==> config.mk <==
export PLATFORM = sky130hd
export DESIGN_NAME = display_scanner
export DESIGN_NICKNAME = d
export VERILOG_FILES = /design/src/rtl/display_scanner.sv
export SDC_FILE = /design/constraint.sdc
export NUM_CORES = 1
export LEC_CHECK = 0
export BUFFER_PORTS_ARGS = -buffer_cell sky130_fd_sc_hd__buf_2
export CAP_MARGIN = 25
export CELL_PAD_IN_SITES_DETAIL_PLACEMENT = 1
export CELL_PAD_IN_SITES_GLOBAL_PLACEMENT = 1
export CORE_MARGIN = 3
export CORE_UTILIZATION = 40
export CTS_CLUSTER_SIZE = 10
export DETAILED_ROUTE_END_ITERATION = 10
export PLACE_DENSITY = 0.82
export SLEW_MARGIN = 20
export SYNTH_ARGS = -nofsm -noshare
export SYNTH_HDL_FRONTEND = slang
export SYNTH_SLANG_ARGS = --single-unit
==> constraint.sdc <==
create_clock -name clk -period 6.4 [get_ports clk]
set_input_delay 1.92 -clock clk [delete_from_list [all_inputs] [get_ports clk]]
set_output_delay 1.92 -clock clk [all_outputs]
set_load 0.02 [all_outputs]
==> src/rtl/display_scanner.sv <==
// -----------------------------------------------------------------------------
// display_scanner
//
// Time-multiplexed 7-segment scan controller for the MK14 display/keypad page.
// Walks the MMU display read port one digit at a time, latches the returned
// segment pattern and lights the matching digit for a fixed dwell time,
// followed by an all-off blanking gap. One frame covers digits 0..DIGITS-1.
//
// Parameters
//   CLOCK_FREQ_MHZ  clock ticks per microsecond
//   DIGITS          digits scanned per frame (1..8)
//   DIGIT_US        on-time per digit in us (0 behaves as one clock)
//   BLANK_US        all-off gap after each digit in us (0 behaves as one clock)
//
// Ports
//   clk              in   system clock
//   rst              in   synchronous, active-high reset
//   enable           in   1 = scan frames, 0 = stop at the next digit boundary
//   display_read_en  out  one-cycle read strobe to the MMU display port
//   display_addr     out  digit index being read, zero-extended to 16 bits
//   display_data     in   MMU display data, valid one cycle after the strobe
//   seg              out  segment pattern {dp,g..a}, active-high
//   dig_sel          out  one-hot digit enable, active-high
//   frame_done       out  one-cycle pulse on the last blank cycle of a frame
//
// Every output is a register. The output logic computes the value each
// output must show in the *next* state, so outputs change on the same edge
// as the state they belong to.
// -----------------------------------------------------------------------------
module display_scanner #(
    parameter int CLOCK_FREQ_MHZ = 50,
    parameter int DIGITS         = 8,
    parameter int DIGIT_US       = 1000,
    parameter int BLANK_US       = 10
) (
    input  logic              clk,
    input  logic              rst,
    input  logic              enable,
    output logic              display_read_en,
    output logic [15:0]       display_addr,
    input  logic [7:0]        display_data,
    output logic [7:0]        seg,
    output logic [DIGITS-1:0] dig_sel,
    output logic              frame_done
);

    // ------------------------------------------------------------------
    // Derived constants
    // ------------------------------------------------------------------
    localparam int SHOW_RAW    = DIGIT_US * CLOCK_FREQ_MHZ;
    localparam int BLANK_RAW   = BLANK_US * CLOCK_FREQ_MHZ;
    // A zero-length period still occupies one clock.
    localparam int SHOW_TICKS  = (SHOW_RAW  > 0) ? SHOW_RAW  : 1;
    localparam int BLANK_TICKS = (BLANK_RAW > 0) ? BLANK_RAW : 1;

    localparam int MAX_US      = (DIGIT_US > BLANK_US) ? DIGIT_US : BLANK_US;
    localparam int TIMER_W_RAW = $clog2(MAX_US * CLOCK_FREQ_MHZ + 1);
    localparam int TIMER_W     = (TIMER_W_RAW < 1) ? 1 : TIMER_W_RAW;

    localparam int DIGIT_W     = (DIGITS > 1) ? $clog2(DIGITS) : 1;

    // The timer counts down to zero inclusive, so a period of N clocks
    // loads N-1.
    localparam logic [TIMER_W-1:0] SHOW_LOAD  = TIMER_W'(SHOW_TICKS - 1);
    localparam logic [TIMER_W-1:0] BLANK_LOAD = TIMER_W'(BLANK_TICKS - 1);
    localparam logic [DIGIT_W-1:0] LAST_DIGIT = DIGIT_W'(DIGITS - 1);

    typedef enum logic [2:0] {
        ST_IDLE  = 3'd0,
        ST_REQ   = 3'd1,
        ST_CAP   = 3'd2,
        ST_SHOW  = 3'd3,
        ST_BLANK = 3'd4
    } state_t;

    // ------------------------------------------------------------------
    // State and output registers
    // ------------------------------------------------------------------
    state_t              state_q,   state_d;
    logic [DIGIT_W-1:0]  digit_q,   digit_d;
    logic [TIMER_W-1:0]  timer_q,   timer_d;

    logic                read_en_q, read_en_d;
    logic [15:0]         addr_q,    addr_d;
    logic [7:0]          seg_q,     seg_d;
    logic [DIGITS-1:0]   sel_q,     sel_d;
    logic                frame_q,   frame_d;

    // One-hot decode of the current digit index.
    logic [DIGITS-1:0]   digit_onehot;

    genvar gi;
    generate
        for (gi = 0; gi < DIGITS; gi++) begin : g_onehot
            assign digit_onehot[gi] = (digit_q == DIGIT_W'(gi));
        end
    endgenerate

    // ------------------------------------------------------------------
    // Process 1: state register (plus registered outputs)
    // ------------------------------------------------------------------
    always_ff @(posedge clk) begin
        if (rst) begin
            state_q   <= ST_IDLE;
            digit_q   <= '0;
            timer_q   <= '0;
            read_en_q <= 1'b0;
            addr_q    <= '0;
            seg_q     <= '0;
            sel_q     <= '0;
            frame_q   <= 1'b0;
        end else begin
            state_q   <= state_d;
            digit_q   <= digit_d;
            timer_q   <= timer_d;
            read_en_q <= read_en_d;
            addr_q    <= addr_d;
            seg_q     <= seg_d;
            sel_q     <= sel_d;
            frame_q   <= frame_d;
        end
    end

    // ------------------------------------------------------------------
    // Process 2: next-state logic
    // ------------------------------------------------------------------
    always_comb begin
        state_d = state_q;
        digit_d = digit_q;
        timer_d = timer_q;

        unique case (state_q)
            ST_IDLE: begin
                // Scanning always restarts from the first digit.
                if (enable) begin
                    state_d = ST_REQ;
                    digit_d = '0;
                end
            end

            ST_REQ: begin
                state_d = ST_CAP;
            end

            ST_CAP: begin
                state_d = ST_SHOW;
                timer_d = SHOW_LOAD;
            end

            ST_SHOW: begin
                if (timer_q == '0) begin
                    state_d = ST_BLANK;
                    timer_d = BLANK_LOAD;
                end else begin
                    timer_d = timer_q - 1'b1;
                end
            end

            ST_BLANK: begin
                if (timer_q == '0) begin
                    // The digit advances even when scanning stops here;
                    // enable is only looked at on this final blank cycle.
                    if (digit_q == LAST_DIGIT) begin
                        digit_d = '0;
                    end else begin
                        digit_d = digit_q + 1'b1;
                    end
                    state_d = enable ? ST_REQ : ST_IDLE;
                end else begin
                    timer_d = timer_q - 1'b1;
                end
            end

            default: begin
                state_d = ST_IDLE;
                digit_d = '0;
                timer_d = '0;
            end
        endcase
    end

    // ------------------------------------------------------------------
    // Process 3: output logic (values for the registered outputs)
    // ------------------------------------------------------------------
    always_comb begin
        read_en_d = 1'b0;
        addr_d    = '0;
        seg_d     = '0;
        sel_d     = '0;
        frame_d   = 1'b0;

        // Exactly one strobe per visit: REQ never follows REQ, so the
        // strobe is a single cycle by construction.
        if (state_d == ST_REQ) begin
            read_en_d = 1'b1;
            addr_d    = 16'(digit_d);
        end

        // MMU data is valid during CAP (one cycle after the strobe); latch
        // it together with the digit enable so segments and digit light up
        // on the same edge. Hold them through SHOW, drop them on leaving.
        if (state_q == ST_CAP) begin
            seg_d = display_data;
            sel_d = digit_onehot;
        end else if (state_q == ST_SHOW && state_d == ST_SHOW) begin
            seg_d = seg_q;
            sel_d = sel_q;
        end

        // Pulse during the final blank cycle of the last digit.
        if (state_d == ST_BLANK && timer_d == '0 && digit_d == LAST_DIGIT) begin
            frame_d = 1'b1;
        end
    end

    assign display_read_en = read_en_q;
    assign display_addr    = addr_q;
    assign seg             = seg_q;
    assign dig_sel         = sel_q;
    assign frame_done      = frame_q;

endmodule

After elaboration in Yosys (flattened, before gate mapping):

Index checks and enable logic that the tools add are counted.

* add/subtract/negate cells: 2
* multiply operators: 0
* divide/modulo/power cells: 0
* order comparisons: 0
* eq/ne operators: 16
* shift operators: 0
* mux-type cells: 17
* bitwise gates (word level): 1
* reduce and logical (&&, ||, !) cells: 10

Operators by type and width (number)
* $pmux W16 S4: 1
* $logic_not A16 Y1: 2
* $mux W16: 2
* $mux W8: 3
* $eq A3 B3 Y1 const B: 7
* $mux W3: 6
* $sub A16 B1 Y16 const B: 1
* $eq A3 B2 Y1 const B: 5
* $pmux W3 S5: 1
* $eq A3 B1 Y1 const B: 3
* $pmux W3 S3: 1
* $logic_not A3 Y1: 2
* $reduce_or A2 Y1: 2
* $add A3 B1 Y3 const B: 1
* $logic_and A1 B1 Y1: 3
* $mux W1: 3
* $reduce_or A3 Y1: 1
* $ne A2 B2 Y1 const B: 1
* $not A1 Y1: 1

* flip-flop bits (word level): 56
* latch bits: 0
* memory bits (writable): 0
* bits in read-only memories: 0
* input port bits: 11
* logic and storage cells: 55
* memories: 0

Longest topological paths before layout:

* depth after elaboration: 7
* gate-level depth with buffers: 13
* mapped depth without buffers: 12

Least setup slack after synthesis:

OpenSTA, ideal clock, no wires.

* path type: input -> register
* start: input port enable
* end: register frame_q (netlist: frame_done)
* library setup time: 0.088 ns
* arrival time: 3.403 ns
* data required time: 6.312 ns
* setup slack: 2.909 ns
* stages on the path: 6
* cells stage by stage: and2_2 > or3_2 > a31oi_4 > nand4_1 > or4_1 > nor4_2

* word-level cells in the longest chain between the ends: 7

RTL lines
* start: declaration: line 38 `input logic enable,`
* $mux W1: line 168 `state_d = enable ? ST_REQ : ST_IDLE;`
* $mux W3: line 160 `if (timer_q == '0) begin`
* $pmux W3 S5: line 132 `unique case (state_q)`
* $eq A3 B3 Y1: line 211 `if (state_d == ST_BLANK && timer_d == '0 && digit_d == LAST_DIGIT) begin`
* $logic_and A1 B1 Y1: line 211
* $logic_and A1 B1 Y1 *: line 211
* $mux W1 *: line 211
* end signal: assignment: line 120 `frame_q <= frame_d;`
* end: declaration: line 87 `logic frame_q, frame_d;`

Every way passes the cells marked *; elsewhere a longest branch is shown, timed or not.
A chain may end at the register's enable or synchronous reset.

==> results.cfg <==
[cts]
cts_buffer_depth = 2
path_clk_slew_ns = 0.08
postCtsSetupRepairBufs = 0
cts_root_buffer = clkbuf_8
clkSinkCount = 43
cts_tree = done
cts_buffers = 5
cts_hold_buf = 0
cts.htree.levels = 2
insertion_delay_ns = 0.30
ctsResizeCount = 0

[layout]
drive_gt1_frac = 0.188
syn2layout_area_growth_pct = 7.37
postLayoutCoreUtil = 0.451
nets = 348
mostFrequentLayoutCells = nor2_1 (45), dfxtp_1 (43), buf_2 (31)
layout.cells.non_filler = 405
antenna_cells = 0
design_area_sq_um = 2720
layout_commonest_cell = nor2_1

[pwr]
leakagePower_nw = 1.10
p_total_mw = 1.01
ir_drop_mv = 0.182
power_density_nw_per_um2 = 370

[drt]
route.vias.total = 2417
ant_nets = 0
dr_wl_met3_um = 440
drtIter0Drc = 155
drc = 0
top_layer = met4
wl_um = 7560
wl_per_cell_um = 18.7
via_per_inst = 5.97
met2WireLength_um = 3730
drt-met1-wl_um = 3260
firstDrtPassIters = 4

[critical_path]
crit_type = in -> reg
crit_slowest_cell = or2b_2
critical_path.endpoint_type = flip-flop
path_max_fanout = 31
crit_path_start_kind = input pin
slowest_delay_ns = 0.46
cp_num_cells = 6
critPathBufInv = 1
required_ns = 6.62
critPathTopFamily = simple AND/OR/NAND/NOR gates
worstPathCellList = buf_2 > or2b_2 > a31oi_4 > nand4_1 > or4_1 > nor4_2
critPathArrivalTime_ns = 3.65
reg2reg_depth = 9

[die]
io_pins = 45
die_x_um = 85.6
die_h_um = 85.6
rows = 28
core-area_sq_um = 6030
die_area_sq_um = 7320
start_util = 0.420

[grt]
grt_antenna_before_repair = 0
grt_usage = 0.211
grt_pass1_wl_um = 12300
grt_max_degree = 32
gr-total-overflow = 0
grt_pass1_vias = 2396

[placement]
globalplace.congestion = 0.948
place_ws_ns = 2.65
placed_cell_area_sq_um = 2630
dp_hpwl_um = 5550
io_buffers = 31
dp_cells = 397

[timing]
rsz0062_at_grt = false
slew-limit-headroom = 0.384
period_needed_ns = 3.43
setup_violations = 0
finalCritPeriodShare = 0.536
finalSetupTns_ns = 0
hold_viol_final = 0
layout_setup_ws_ns = 2.97
drv_slew = 0
fin_skew_ns = 0.00571
max_clock_freq_mhz = 291
worstMarginPinSlew_ns = 0.921
whs_ns = 0.510

[flow_run]
maxCapViolations = 0

[status]
outcome = completed

[synthesis]
ys_async_sr_fraction = 0
synth.avg_cell_area_sq_um = 8.14
yosysSeqAreaShare = 0.340
synthFlopType = dfxtp_1
synth_edf_count = 0
synth.distinct_cells = 61
netlist_area_sq_um = 2530
synth_cells = 311
ys_ff_latch = 43
synth_warnings = 0

[worst_hold_path]
min_path_type = reg -> reg
holdPathStages = 2
-- cell families after synthesis --
logic type	after synthesis	synth area share
fa+ha+maj	8	0.0395
flops	43	0.340
other cells	1	0.00148
compound gates	76	0.214
simple gates	133	0.287
buf+inv	47	0.107
xor+xnor	1	0.00346
mux	2	0.00791
-- synth_stat cells (all sizes together) (2+ instances only) --
cell | count | area share
nor2 | 45 | 0.067
dfxtp | 43 | 0.34
clkbuf | 20 | 0.043
buf | 16 | 0.047
nand2 | 16 | 0.024
a21oi | 15 | 0.030
a22oi | 14 | 0.042
inv | 11 | 0.016
nor3 | 11 | 0.022
nor4 | 9 | 0.031
ha | 8 | 0.040
nor2b | 8 | 0.020
o21ai | 8 | 0.016
or3 | 8 | 0.023
nand3 | 7 | 0.014
a32oi | 6 | 0.021
a31oi | 5 | 0.018
o211ai | 5 | 0.015
or4 | 5 | 0.016
a21boi | 4 | 0.012
nand4 | 4 | 0.0099
a211oi | 3 | 0.0089
a311oi | 3 | 0.010
and2 | 3 | 0.0084
and3 | 3 | 0.0079
nand2b | 3 | 0.0074
o22ai | 3 | 0.0074
o31ai | 3 | 0.0089
mux2i | 2 | 0.0079
nand3b | 2 | 0.0059
nor3b | 2 | 0.0079
o32a | 2 | 0.0089
-- flip-flops by register name, summed over array words and instances (netlist names) --
signal,flops
timer_q,16
display_addr,3
state_q,3
seg,8
frame_done,1
display_read_en,1
digit_q,3
dig_sel,8
-- report_power, final --
| group | total, mW | internal (mW) | leakage, nW | switching [mW] |
|---|---|---|---|---|
| registers | 0.353 | 0.299 | 0.350 | 0.0533 |
| clock network | 0.172 | 0.0763 | 0.0412 | 0.0953 |
| logic | 0.482 | 0.164 | 0.708 | 0.318 |
-- area by class of cell --
| class | count | area, sq um |
|---|---|---|
| timing repair buffer | 35 | 185 |
| fill | 764 | 3310 |
| inverter | 11 | 41.3 |
| tap | 75 | 93.8 |
| clock inverter | 2 | 12.5 |
| multi-input combinational | 233 | 1450 |
| sequential | 43 | 861 |
| clock buffer | 6 | 72.6 |
-- worst reg2reg max path, stage by stage, from the launching register on --
cell	delay, ns
dfxtp_1	0.35
inv_1	0.07
ha_1	0.21
nor3b_1	0.70
nand4_1	0.45
a21o_2	0.31
a311oi_1	0.39
nand4_1	0.12
or4_1	0.44
nor4_2	0.28
-- routing by layer --
metal,vias up,GRT usage
li1,1135,-
met1,1187,0.271
met2,83,0.355
met3,12,0.0355
met4,0,0.0791
met5,-,0
-- worst paths after layout --
path	slack, ns	start	endpoint
min reg2reg	0.51	seg[6]	seg[6]
max	2.97	rst	frame_done
min	0.51	seg[6]	seg[6]
max reg2reg	3.00	timer_q[0]	frame_done
Note: power is estimated with default switching activity, not from simulation.
